$ cat config.mk
export PLATFORM = sky130hd
export DESIGN_NAME = ps2_host_tx
export DESIGN_NICKNAME = d
export VERILOG_FILES = /design/src/rtl/ps2_host_tx.sv
export SDC_FILE = /design/constraint.sdc
export NUM_CORES = 1
export LEC_CHECK = 0
export BUFFER_PORTS_ARGS = -buffer_cell sky130_fd_sc_hd__buf_2
export CAP_MARGIN = 20
export CORE_AREA = 2 2 75 77
export CTS_CLUSTER_DIAMETER = 150
export DETAILED_ROUTE_END_ITERATION = 10
export DIE_AREA = 0 0 77 79
export PLACE_DENSITY_LB_ADDON = 0.12
export SETUP_SLACK_MARGIN = 0.1
export SLEW_MARGIN = 25
export SYNTH_ARGS = -nofsm -noshare
export SYNTH_HDL_FRONTEND = slang
export SYNTH_SLANG_ARGS = --single-unit
export TNS_END_PERCENT = 50
$ cat constraint.sdc
create_clock -name clk -period 2.8 [get_ports clk]
set_input_delay 0.7 -clock clk [delete_from_list [all_inputs] [get_ports clk]]
set_output_delay 0.7 -clock clk [all_outputs]
set_load 0.05 [all_outputs]
$ cat src/rtl/ps2_host_tx.sv
// ps2_host_tx: PS/2 host-to-device command byte transmitter.
// Define PS2_TX_RETRY_EN to re-send a failed byte up to RETRIES times.
module ps2_host_tx #(
  parameter int INHIBIT_CYCLES = 5000,
  parameter int TIMEOUT_CYCLES = 750000,
  parameter int RETRIES        = 2
) (
  input  logic       clk,
  input  logic       rst,
  input  logic       tx_valid,
  input  logic [7:0] tx_data,
  output logic       tx_ready,
  input  logic       ps2_clk_i,
  input  logic       ps2_data_i,
  output logic       ps2_clk_oe,
  output logic       ps2_data_oe,
  output logic       busy,
  output logic       done,
  output logic       err,
  output logic [1:0] err_code
);

  localparam int IW = $clog2(INHIBIT_CYCLES + 1);
  localparam int TW = $clog2(TIMEOUT_CYCLES + 1);
  localparam logic [IW-1:0] INH_LAST = IW'(INHIBIT_CYCLES - 1);
  localparam logic [TW-1:0] TMO_LAST = TW'(TIMEOUT_CYCLES - 1);
  localparam logic [1:0] E_NACK = 2'b01;
  localparam logic [1:0] E_TMO  = 2'b10;

  typedef enum logic [2:0] {
    IDLE,
    INHIBIT,
    RTS,
    WAIT_EDGE,
    ACK,
    RECOVER
  } state_t;

  state_t state, state_nx;

  logic [1:0]    clk_sync;
  logic [1:0]    data_sync;
  logic          clk_prev;
  logic          sync_clk;
  logic          sync_data;
  logic          fall;
  logic [9:0]    shreg;
  logic [3:0]    bit_cnt;
  logic [IW-1:0] inh_cnt;
  logic [TW-1:0] to_cnt;
  logic          drv_data;
  logic          nack;
  logic [1:0]    err_code_q;
  logic          accept;
  logic          tmo;
  logic          lines_up;
  logic          fail;
  logic [1:0]    fail_code;
  logic          can_retry;

  assign sync_clk  = clk_sync[1];
  assign sync_data = data_sync[1];
  assign fall      = clk_prev & ~sync_clk;
  assign lines_up  = sync_clk & sync_data;

  always_ff @(posedge clk or negedge rst) begin
    if (!rst) begin
      clk_sync  <= 2'b11;
      data_sync <= 2'b11;
      clk_prev  <= 1'b1;
    end else begin
      clk_sync  <= {clk_sync[0], ps2_clk_i};
      data_sync <= {data_sync[0], ps2_data_i};
      clk_prev  <= sync_clk;
    end
  end

  assign tx_ready = (state == IDLE);
  assign accept   = tx_valid & tx_ready;

  // Idle timeout is only meaningful while the device owns the clock.
  assign tmo = ((state == WAIT_EDGE) || (state == RECOVER))
             && !fall && (to_cnt == TMO_LAST);

`ifdef PS2_TX_RETRY_EN
  localparam int RW = (RETRIES > 0) ? $clog2(RETRIES + 1) : 1;
  localparam logic [RW-1:0] RETRY_MAX = RW'(RETRIES);

  logic [RW-1:0] retry_cnt;

  assign can_retry = (retry_cnt < RETRY_MAX);

  always_ff @(posedge clk or negedge rst) begin
    if (!rst) begin
      retry_cnt <= '0;
    end else if (accept) begin
      retry_cnt <= '0;
    end else if (fail && can_retry) begin
      retry_cnt <= retry_cnt + 1'b1;
    end
  end
`else
  logic unused_retries;

  assign can_retry      = 1'b0;
  assign unused_retries = ^RETRIES;
`endif

  always_comb begin
    state_nx  = state;
    done      = 1'b0;
    fail      = 1'b0;
    fail_code = E_NACK;
    unique case (state)
      IDLE: begin
        if (accept) state_nx = INHIBIT;
      end
      INHIBIT: begin
        if (inh_cnt == INH_LAST) state_nx = RTS;
      end
      RTS: begin
        state_nx = WAIT_EDGE;
      end
      WAIT_EDGE: begin
        if (tmo) begin
          fail      = 1'b1;
          fail_code = E_TMO;
        end else if (fall && bit_cnt == 4'd10) begin
          state_nx = ACK;
        end
      end
      ACK: begin
        state_nx = RECOVER;
      end
      RECOVER: begin
        if (tmo) begin
          fail      = 1'b1;
          fail_code = E_TMO;
        end else if (lines_up) begin
          if (nack) begin
            fail = 1'b1;
          end else begin
            done     = 1'b1;
            state_nx = IDLE;
          end
        end
      end
      default: begin
        state_nx = IDLE;
      end
    endcase
    if (fail) state_nx = can_retry ? INHIBIT : IDLE;
  end

  assign err      = fail & ~can_retry;
  assign busy     = (state != IDLE) & ~done & ~err;
  assign err_code = err ? fail_code : err_code_q;

  assign ps2_clk_oe  = (state == INHIBIT) || (state == RTS);
  assign ps2_data_oe = (state == RTS)
                     || ((state == WAIT_EDGE) && drv_data && !tmo);

  always_ff @(posedge clk or negedge rst) begin
    if (!rst) begin
      state      <= IDLE;
      shreg      <= '0;
      bit_cnt    <= '0;
      inh_cnt    <= '0;
      to_cnt     <= '0;
      drv_data   <= 1'b0;
      nack       <= 1'b0;
      err_code_q <= 2'b00;
    end else begin
      state <= state_nx;
      if (err) err_code_q <= fail_code;
      if (accept) shreg <= {1'b1, ~^tx_data, tx_data};
      if (state_nx == INHIBIT && state != INHIBIT) begin
        inh_cnt <= '0;
        bit_cnt <= '0;
      end else if (state == INHIBIT) begin
        inh_cnt <= inh_cnt + 1'b1;
      end
      if (state == RTS) begin
        to_cnt   <= '0;
        drv_data <= 1'b1;
      end else if (state == WAIT_EDGE
                || state == ACK
                || state == RECOVER) begin
        to_cnt <= fall ? '0 : to_cnt + 1'b1;
      end
      // Host updates data after each device falling edge.
      if (state == WAIT_EDGE && fall) begin
        if (bit_cnt < 4'd10) begin
          drv_data <= ~shreg[bit_cnt];
          bit_cnt  <= bit_cnt + 4'd1;
        end else begin
          nack <= sync_data;
        end
      end
    end
  end

endmodule

Word-level counts from Yosys, hierarchy flattened:

Index checks and enable logic that the tools add are counted.

* bits in latches: 0
* output and inout port bits: 8
* input bits: 13
* logic and storage cells: 91
* bits in writable memories: 0
* bits in read-only memories: 0
* register bits: 59
* memories kept: 0

* equal/unequal tests: 10
* reduce and logical (&&, ||, !) cells: 21
* mux-type cells: 34
* div/mod/pow operators: 0
* $add $sub $neg: 3
* $lt $le $gt $ge: 2
* shifts and indexed selects: 0
* bitwise gates (word level): 10
* multipliers: 0

Operators by type and width (number)
* $mux 20: 3
* $mux 13: 2
* $mux 3: 8
* $add 20x1->20 const B: 1
* $eq 20x20->1 const B: 1
* $pmux 3 s6: 1
* $add 13x1->13 const B: 1
* $eq 13x13->1 const B: 1
* $mux 1: 12
* $mux 4: 3
* $reduce_xnor 8->1: 1
* $logic_and 1x1->1: 7
* $eq 3x1->1 const B: 2
* $eq 3x2->1 const B: 2
* $eq 3x3->1 const B: 2
* $mux 2: 3
* $and 1x1->1: 5
* $logic_or 1x1->1: 5
* $lt 4x5->1 const B: 1
* $not 1->1: 5
* $add 4x1->4 const B: 1
* $bmux 1 s4: 1
* $eq 4x4->1 const B: 1
* $lt 4x4->1 const B: 1
* 8 further kinds: 10

Longest topological paths before layout:

Gate-level depths: netlist of the first run.

* depth after elaboration: 13
* gate-level depth with buffers: 6
* gate-level depth less buffers: 6

Worst setup path after synthesis of the first run:

No wires, ideal clock.

* path type: flip-flop to output port
* from: register clk_prev
* to: output done
* buffers on the path: 1
* cell stages (with the launch flop): 6
* data arrival time: 2.761 ns
* setup slack: -0.661 ns
* data required time: 2.100 ns
* cell sequence: dfstp_2 nor2b_1 clkbuf_1 or4_1 nor4_2 nor4b_1

* cells in the longest elaborated chain, start to end: 6

RTL lines
* from (decl): line 43 `logic clk_prev;`
* from (signal assigned): line 74 `clk_prev <= sync_clk;`
* $and 1x1->1: line 63 `assign fall = clk_prev & ~sync_clk;`
* $logic_not 1->1: line 83 `&& !fall && (to_cnt == TMO_LAST);`
* $logic_and 1x1->1 (2 in series): line 83
* $mux 1: line 136 `if (tmo) begin`
* $mux 1: line 114 `unique case (state)`
* to (decl): line 18 `output logic done,`

No other way between the ends.

Worst setup path in the final report of the first run:

* from: register clk_sync[1]
* to: output done

* cells in the longest elaborated chain, start to end: 7
* elaborated cells on any way between the ends: 9
* those cells by class: mux (3); bitwise (3); reduce/logical (3)

RTL lines
* from (decl): line 41 `logic [1:0] clk_sync;`
* from (signal assigned): line 72 `clk_sync <= {clk_sync[0], ps2_clk_i};`
* $not 1->1: line 63
* $and 1x1->1: line 63
* $logic_not 1->1: line 83
* $logic_and 1x1->1 (2 in series): line 83
* $mux 1 (*): line 136
* $mux 1 (*): line 114

Mark *: on every way between the ends. The rest lies on a longest branch, timed or not.

==> results of run 1 <==
-- cell usage after synthesis, types with 2 or more instances --
library cell,n
a21oi_1,14
and2_1,2
and3_1,7
clkbuf_1,11
dfrtp_1,54
dfstp_2,5
ha_1,4
inv_1,4
mux2_2,2
mux2i_1,5
mux4_2,2
nand2_1,54
nand2b_1,5
nand3_1,15
nand4_1,10
nor2_1,25
nor2b_1,2
nor3_1,6
nor3b_1,3
nor4_1,5
nor4b_1,5
o211ai_1,4
o21ai_0,14
o22a_1,2
o31a_1,2
o31ai_1,7
or3_1,5
or3b_2,2
or4_1,6
xnor2_1,15
xor2_1,5
-- area by class of cell --
type                    instances  area (µm²)
flip-flops and latches         59        1480
fillers                       463        1730
clock inverters                 3        15.0
clock buffers                  13         139
well taps                      72        90.1
inverters                       4        15.0
repair buffers                 39         287
multi-input cells             245        1580
-- repair_timing --
action                     4_1_cts  5_1_grt
buffers inserted                 3        5
setup endpoints to repair        6        6
resized for setup               12        9
pin swaps                        3        0
-- worst max-delay path: cells and delay by family, from the launching register on --
family	cells	cell delay, ns
flops	1	0.55
simple gates	4	0.71
buf+inv	3	0.43
-- per-layer routing --
metal,global-route usage,share of wire
met1,0.329,0.47
met2,0.375,0.49
met3,0.0386,0.034
met4,0.0911,0.0093
met5,0,0
-- kinds of logic (layout without fill, tap and decap cells) --
| logic type | after synthesis | count (layout) | synth area share |
|---|---|---|---|
| and+or+nand+nor | 159 | 159 | 0.269 |
| DFF | 59 | 59 | 0.486 |
| AOI/OAI and AO/OA | 53 | 53 | 0.112 |
| xor gates and xnor gates | 20 | 20 | 0.0575 |
| buffers and inverters | 16 | 59 | 0.0201 |
| muxes | 9 | 9 | 0.0386 |
| adders and majority gates | 4 | 4 | 0.0164 |
-- where the power goes --
group          switching, W  total [W]  internal, W
combinational      0.000298   0.000525     0.000227
clock              0.000321   0.000639     0.000318
sequential         0.000153    0.00116      0.00101
total              0.000772    0.00233      0.00156
-- metrics by stage --
step,power [W],utilization,hold slack (ns),instance area [µm²]
after global placement,0.00169,0.621,0.347,3320
final,0.00233,0.677,0.356,3610
after global routing,0.00249,0.677,0.364,3610
after floorplan,0.00154,-,0.345,3070
after CTS,0.00234,0.664,0.357,3540
after detailed placement,0.00170,0.621,0.348,3320
-- layout by cell type (no fill, tap or decap), types with 7 or more instances in the layout --
cell type  synthesis  routed
nand4_1           10      10
and3_1             7       7
o31ai_1            7       7
a21oi_1           14      13
dfrtp_1           54      53
nand3_1           15      15
buf_4              0      19
nor2_1            25      25
nand2_1           54      54
o21ai_0           14      14
xnor2_1           15      15
clkbuf_8           0       9
buf_2              1      15
-- registers in the layout, summed over array words and instances (netlist names) --
| signal | cells |
|---|---|
| clk_sync | 2 |
| state | 3 |
| to_cnt | 20 |
| inh_cnt | 13 |
| err_code_q | 2 |
| shreg | 10 |
| data_sync | 2 |
| drv_data | 1 |
| bit_cnt | 4 |
| nack | 1 |
| clk_prev | 1 |
-- final timing paths --
path / cells after the start / start / to
max in group asynchronous: 2 / rst / data_sync[0]$_DFF_PN1_
max: 7 / clk_sync[1]$_DFF_PN1_ / done
min in group asynchronous: 1 / rst / to_cnt[12]$_DFFE_PN0P_
max reg2reg: 5 / state[1]$_DFF_PN0_ / to_cnt[14]$_DFFE_PN0P_
min: 0 / data_sync[0]$_DFF_PN1_ / data_sync[1]$_DFF_PN1_
min reg2reg: 0 / data_sync[0]$_DFF_PN1_ / data_sync[1]$_DFF_PN1_
==> results.json, run 1 <==
{
  "status": "finished, final reports clean",
  "critPathLaunchType": "register",
  "synthArstFlopShare": 1.00,
  "pre_cts_ws_ns": 0.128,
  "critPathSlowestCell": "dfstp_2",
  "slowest_delay_ns": 0.55,
  "dp_hpwl_um": 4400,
  "ys_types": 49,
  "crit_fanout": 4,
  "synth_edf_count": 0,
  "insertion_delay_ns": 0.33,
  "dpl.cell_count": 411,
  "vdd_drop_max_v": 0.000401,
  "drt_iter0_markers": 165,
  "grt_pass1_wl_um": 11400,
  "clk_path_buf_depth": 2,
  "drv_cap": 0,
  "leakage_nw": 1.58,
  "std_cell_rows": 27,
  "die-area_mm2": 0.00608,
  "crit_chain": "nor2b_2, or4_4, nor4_4, buf_4, buf_4, nor4b_4, buf_6",
  "drc": 0,
  "synth_ff_type": "dfrtp_1",
  "fin_skew_ns": 0.00784,
  "synth_nets": 337,
  "hold_viol": 0,
  "vias": 2554,
  "syn_area_mm2": 0.00305,
  "die_y_um": 79,
  "nets": 375,
  "clock.fmax_ghz": 0.367,
  "htreeDepth": 3,
  "globalplace.congestion": 0.852,
  "track_usage": 0.236,
  "final_cells": 435,
  "num_antenna_cells": 0,
  "wl_um": 6580,
  "synth_seq_cells": 59,
  "ys_seq_area_frac": 0.486,
  "cts.sinks": 59,
  "worst_pin_slew_ns": 0.679,
  "slew_viol_final": 0,
  "grt_pass1_vias": 2470,
  "io_buffers": 20,
  "synthCells": 320,
  "dieWidth_um": 77,
  "grt_max_degree": 33,
  "cp-end-kind": "output port",
  "rsz0062_at_grt": "yes",
  "initial_utilization": 0.571,
  "worstSetupPathType": "register to output port",
  "post_drt_via_cell_ratio": 5.87,
  "drive_gt1_frac": 0.215,
  "r2r_slack_ns": 0.51,
  "setup-violations-final": 0,
  "max_slew_margin": 0.547,
  "avgSynthCellArea_um2": 9.52,
  "synth.area.top_cells": "dfrtp_1 (44%), nand2_1 (6.7%), dfstp_2 (4.3%)",
  "cts_hold_buf": 0,
  "required_ns": 2.10,
  "worstHoldPathType": "register to register",
  "cts_buffers": 9,
  "crit_top_cell": "buf_4",
  "synth_top_area_share": 0.443,
  "pin_count": 21,
  "clkTransAtPathRegs_ns": 0.07,
  "post_drt_wl_per_cell_um": 15.1,
  "tns_ns": 0,
  "cts.root.buffer_cell": "clkbuf_8",
  "min_period_ns": 2.72,
  "period_share": 0.973,
  "cts_tree": "built",
  "setup_ws_ns": 0.0763,
  "area_growth_pct": 18.5,
  "core_area_mm2": 0.00534,
  "grt-ovfl-total": 0,
  "antenna_found_initial": 0,
  "synth.largest_area_cell": "dfrtp_1",
  "drt_pass1_iterations": 4,
  "powerDensity_mw_per_mm2": 645,
  "worstPathArrival_ns": 2.02,
  "final_antenna_net_count": 0,
  "ys_warn_count": 0
}
Power figures use the tool's default switching activity.
==> run 2: changes to the inputs <==
--- a/config.mk
+++ b/config.mk
@@ -7,10 +7,10 @@
 export LEC_CHECK = 0
 export BUFFER_PORTS_ARGS = -buffer_cell sky130_fd_sc_hd__buf_2
 export CAP_MARGIN = 20
-export CORE_AREA = 2 2 75 77
+export CORE_AREA = 2 2 79 81
 export CTS_CLUSTER_DIAMETER = 150
 export DETAILED_ROUTE_END_ITERATION = 10
-export DIE_AREA = 0 0 77 79
+export DIE_AREA = 0 0 81 83
 export PLACE_DENSITY_LB_ADDON = 0.12
 export SETUP_SLACK_MARGIN = 0.1
 export SLEW_MARGIN = 25
==> constraint.sdc (replaced) <==
create_clock -name clk -period 2.5 [get_ports clk]
set_input_delay 0.625 -clock clk [delete_from_list [all_inputs] [get_ports clk]]
set_output_delay 0.625 -clock clk [all_outputs]
set_load 0.05 [all_outputs]
==> results.json, run 2 (synthesis results as in run 1) <==
{
  "rsz0062_at_grt": "yes",
  "cts_tree": "built",
  "fin_skew_ns": 0.0106,
  "setup-violations-final": 6,
  "status": "complete, but fails checks",
  "hold_viol": 0,
  "slowest_delay_ns": 0.55,
  "setup_ws_ns": -0.196,
  "globalplace.congestion": 0.833,
  "seq_power_share": 0.435,
  "cp-startpoint": "clk_sync[1]$_DFF_PN1_",
  "max_slew_margin": 0.572,
  "core_area_mm2": 0.00582,
  "grt_pass1_wl_um": 11800,
  "area_growth_pct": 24.3,
  "slew_viol_final": 0,
  "p_sw_w": 0.000909,
  "top_regs": "to_cnt x20, inh_cnt x13, shreg x10",
  "num-fill-cells": 500,
  "drv_cap": 0,
  "p_int_w": 0.00209,
  "nets": 385,
  "clk_path_buf_depth": 2,
  "cts_buffers": 9,
  "worstReg2RegStart": "state[2]$_DFF_PN0_",
  "initial_utilization": 0.524,
  "powerDensity_mw_per_mm2": 792,
  "die-area_mm2": 0.00672,
  "crit_chain": "nor2b_4, or4_4, o41ai_2, a21oi_1, buf_4",
  "vias": 2518,
  "period_share": 1.08,
  "num_antenna_cells": 0,
  "finish.utilization": 0.652,
  "vdd_drop_max_v": 0.000523,
  "drc": 0,
  "largest_reg_flops": 20,
  "worstRegToRegCells": 5,
  "clock.fmax_ghz": 0.371,
  "wl_um": 6650,
  "cp-end-kind": "output port",
  "required_ns": 1.88,
  "reg2reg_to": "to_cnt[18]$_DFFE_PN0P_",
  "worst_pin_slew_ns": 0.640,
  "crit_fanout": 2,
  "track_usage": 0.225,
  "mostFrequentLayoutCells": "nand2_1 (54), dfrtp_1 (54), buf_4 (29)",
  "min_period_ns": 2.70,
  "failed_checks": "setup timing",
  "grt-ovfl-total": 0,
  "r2r_slack_ns": 0.28,
  "worstSetupPathType": "register to output port",
  "insertion_delay_ns": 0.34,
  "clkTransAtPathRegs_ns": 0.07,
  "dieWidth_um": 81,
  "std_cell_rows": 28,
  "swShare": 0.303,
  "clkPwrFrac": 0.360,
  "drt_iter0_markers": 138,
  "leakage_nw": 1.68,
  "worstHoldPathType": "input port to asynchronous set/reset pin",
  "die_y_um": 83,
  "cts.root.buffer_cell": "clkbuf_8",
  "final_antenna_net_count": 0,
  "critPathLaunchType": "register",
  "cts.sinks": 59,
  "post_drt_wl_per_cell_um": 14.8,
  "cp-endpoint": "ps2_data_oe",
  "grt_pass1_vias": 2513,
  "largest_register": "to_cnt",
  "pin_count": 21,
  "combPwrFrac": 0.205,
  "cts_hold_buf": 0,
  "drive_gt1_frac": 0.239,
  "worstPathArrival_ns": 2.07,
  "io_buffers": 20,
  "drt_pass1_iterations": 4,
  "post_drt_via_cell_ratio": 5.62,
  "grt_max_degree": 28,
  "total_power_w": 0.00300,
  "antenna_found_initial": 0,
  "critPathSlowestCell": "dfstp_2",
  "dp_hpwl_um": 4740,
  "htreeDepth": 3
}
[run 2: changes by cell type in the layout (fill, tap and decap cells not counted), moves of 3 or more]
cell / before / now
buf_4: 19 / 29
clkbuf_1: 4 / 0
bufinv_16: 0 / 3
clkinv_2: 3 / 0
clkinvlp_4: 0 / 3
[run 2: final cells by class]
class,instances,area (µm²),area share
clock buffer,10,138,0.0363
tap,75,93.8,0.0248
timing repair buffer,49,372,0.0981
multi-input combinational,245,1580,0.416
sequential,59,1480,0.391
inverter,4,15.0,0.00396
clock inverter,6,113,0.0297
[run 2: power by group through the flow]
| stage | Combinational (W) | Sequential, W | Clock, W |
|---|---|---|---|
| floorplan | 0.000465 | 0.00127 | 0 |
| global placement | 0.000589 | 0.00131 | 0 |
| detailed placement | 0.000611 | 0.00132 | 0 |
| CTS | 0.000623 | 0.00130 | 0.00110 |
| global route | 0.000708 | 0.00134 | 0.00115 |
| finish | 0.000616 | 0.00130 | 0.00108 |
[run 2: worst max-delay path: cells and delay by family, from the launching register on]
kind	cells	cell delay, ns
flip-flops	1	0.55
AND/OR/NAND/NOR	2	0.55
buffers and inverters	1	0.20
AO/OA/AOI/OAI	2	0.43
[run 2: metrics by stage]
stage	hold WS, ns	setup TNS, ns	cell area [µm²]	worst slack [ns]	std cells
2_1_floorplan	0.329	-0.158	3080	-0.108	320
3_3_place_gp	0.345	0	3430	0.0992	427
3_5_place_dp	0.348	0	3430	0.0846	427
4_1_cts	0.205	-0.961	3760	-0.220	447
5_1_grt	0.214	-1.40	3790	-0.268	448
6_report	0.198	-0.920	3790	-0.196	448
[run 2: layer usage]
metal	GRT usage	part of all wire	vias to the layer above
met5	0	0	-
met4	0.0632	0.0087	0
met3	0.0424	0.036	7
met2	0.340	0.47	44
met1	0.331	0.48	1211
li1	-	-	1256
[run 2: timing repair]
| action | 4_1_cts | 5_1_grt |
|---|---|---|
| endpoints found under the setup margin | 6 | 6 |
| buffers inserted | 4 | 1 |
| pin swaps | 3 | 5 |
| resized for setup | 15 | 4 |
[run 2: worst min-delay path by stage]
stage                                       from                     end  slack (ns)  depth (start not counted)
after floorplan                              rst    bit_cnt[0]$_DFF_PN0_        0.33                          0
after global placement    data_sync[0]$_DFF_PN1_  data_sync[1]$_DFF_PN1_        0.35                          0
after detailed placement  data_sync[0]$_DFF_PN1_  data_sync[1]$_DFF_PN1_        0.35                          0
after CTS                                    rst  to_cnt[12]$_DFFE_PN0P_        0.21                          1
after global routing                         rst  to_cnt[12]$_DFFE_PN0P_        0.21                          1
final                                        rst  to_cnt[12]$_DFFE_PN0P_        0.20                          1
==> run 3: changes to the inputs <==
--- a/config.mk
+++ b/config.mk
@@ -5,13 +5,13 @@
 export SDC_FILE = /design/constraint.sdc
 export NUM_CORES = 1
 export LEC_CHECK = 0
-export BUFFER_PORTS_ARGS = -buffer_cell sky130_fd_sc_hd__buf_2
 export CAP_MARGIN = 20
-export CORE_AREA = 2 2 79 81
+export CORE_AREA = 2 2 77 79
 export CTS_CLUSTER_DIAMETER = 150
 export DETAILED_ROUTE_END_ITERATION = 10
-export DIE_AREA = 0 0 81 83
-export PLACE_DENSITY_LB_ADDON = 0.12
+export DIE_AREA = 0 0 79 81
+export DONT_BUFFER_PORTS = 1
+export PLACE_DENSITY_LB_ADDON = 0.05
 export SETUP_SLACK_MARGIN = 0.1
 export SLEW_MARGIN = 25
 export SYNTH_ARGS = -nofsm -noshare
==> results.json, run 3 (synthesis results as in run 1) <==
{
  "drt_iter0_markers": 125,
  "grt_pass1_wl_um": 11600,
  "critPathLaunchType": "register",
  "failed_checks": "setup timing",
  "post_drt_wl_per_cell_um": 15.7,
  "worstHoldPathType": "input port to asynchronous set/reset pin",
  "wl_um": 6690,
  "largest_reg_flops": 20,
  "drv_cap": 0,
  "seq_area_mm2": 0.00148,
  "worstRegToRegCells": 5,
  "worst_pin_slew_ns": 0.594,
  "final_cells": 427,
  "status": "complete, but fails checks",
  "cts.root.buffer_cell": "clkbuf_8",
  "top_regs": "to_cnt x20, inh_cnt x13, shreg x10",
  "die_y_um": 81,
  "globalplace.congestion": 0.835,
  "drc": 0,
  "reg2reg_to": "to_cnt[13]$_DFFE_PN0P_",
  "rsz0062_at_grt": "yes",
  "num-fill-cells": 485,
  "num_antenna_cells": 0,
  "vdd_drop_max_v": 0.000624,
  "worstPathArrival_ns": 2.09,
  "final_antenna_net_count": 0,
  "core_area_mm2": 0.00568,
  "clock.fmax_ghz": 0.368,
  "initial_utilization": 0.537,
  "powerDensity_mw_per_mm2": 763,
  "total_power_w": 0.00278,
  "cts_tree": "built",
  "antenna_found_initial": 0,
  "area_growth_pct": 19.6,
  "cp-end-kind": "output port",
  "vias": 2450,
  "dieWidth_um": 79,
  "dpl-instance-area_mm2": 0.00331,
  "grt-ovfl-total": 0,
  "grt_pass1_vias": 2442,
  "track_usage": 0.236,
  "setup-violations-final": 6,
  "cp-endpoint": "err",
  "worstReg2RegStart": "state[1]$_DFF_PN0_",
  "period_share": 1.09,
  "crit_fanout": 7,
  "design_area_mm2": 0.00364,
  "required_ns": 1.88,
  "cts.sinks": 59,
  "r2r_slack_ns": 0.27,
  "leakage_nw": 1.57,
  "post_drt_via_cell_ratio": 5.74,
  "htreeDepth": 3,
  "io_buffers": 0,
  "worstSetupPathType": "register to output port",
  "nets": 364,
  "grt_max_degree": 55,
  "cp-startpoint": "clk_sync[1]$_DFF_PN1_",
  "dp_hpwl_um": 4520,
  "drt_pass1_iterations": 5,
  "clk_path_buf_depth": 2,
  "min_period_ns": 2.72,
  "multi_input_area_mm2": 0.00161,
  "setup_ws_ns": -0.216,
  "fin_skew_ns": 0.00775,
  "std_cell_rows": 28,
  "insertion_delay_ns": 0.33,
  "largest_register": "to_cnt",
  "slew_viol_final": 0,
  "pin_count": 21,
  "whs_ns": 0.138,
  "die-area_mm2": 0.00640,
  "hold_viol": 0,
  "dpl.cell_count": 407,
  "drive_gt1_frac": 0.193,
  "finish.utilization": 0.642,
  "cts_buffers": 9,
  "max_slew_margin": 0.601,
  "clkTransAtPathRegs_ns": 0.07,
  "mostFrequentLayoutCells": "nand2_1 (54), dfrtp_1 (54), nor2_1 (24)"
}
==> run 3: changes by cell type in the layout (fill, tap and decap cells not counted), moves of 2 or more <==
cell / before / now
bufinv_16: 3 / 1
a21oi_1: 14 / 12
buf_2: 14 / 0
buf_6: 3 / 6
buf_8: 2 / 0
clkbuf_1: 0 / 2
buf_4: 29 / 21
==> run 3: power by group <==
group          total [W]  switching, W  internal, W  leakage [nW]
registers        0.00130      0.000172      0.00113         0.770
logic           0.000610      0.000333     0.000277         0.707
clock network   0.000866      0.000379     0.000487        0.0926
total            0.00278      0.000884      0.00190          1.57
==> run 3: worst min-delay path by stage <==
stage               start  slack [ns]                     end
floorplan             rst        0.33    bit_cnt[0]$_DFF_PN0_
global placement      rst        0.33   to_cnt[5]$_DFFE_PN0P_
detailed placement    rst        0.33  to_cnt[14]$_DFFE_PN0P_
CTS                   rst        0.12  data_sync[1]$_DFF_PN1_
global route          rst        0.12  data_sync[1]$_DFF_PN1_
finish                rst        0.14      clk_prev$_DFF_PN1_
==> run 3: repair_timing <==
action                                  4_1_cts  5_1_grt
endpoints found under the setup margin        6        7
hold buffers                                  1        0
buffers inserted                              1        2
hold endpoints to repair                     54        0
pin swaps                                     2        2
resized for setup                             7       10
==> run 3: final cells by class <==
cell class                 instances  share of cell area
multi-input combinational        245               0.440
sequential                        59               0.407
timing repair buffer              28              0.0693
clock buffer                      12              0.0398
tap                               75              0.0257
clock inverter                     4              0.0137
inverter                           4             0.00412
==> run 3: metrics by stage <==
step                setup TNS (ns)  worst slack [ns]
global route                 -1.51            -0.281
detailed placement               0            0.0667
finish                       -1.12            -0.216
floorplan                   -0.158            -0.108
CTS                          -1.16            -0.252
global placement                 0            0.0799
==> run 3: critical path: stages (launching register included) <==
cell and delay [ns]:
dfstp_2 0.54, buf_6 0.10, nor2b_2 0.03, or4_4 0.46
nor4_4 0.22, buf_6 0.19, nand2b_4 0.22
==> run 3: routing by layer <==
layer	up-vias	track usage	share of wire
li1	1216	-	-
met1	1176	0.302	0.45
met2	46	0.393	0.50
met3	12	0.0422	0.036
met4	0	0.105	0.018
met5	-	0	0
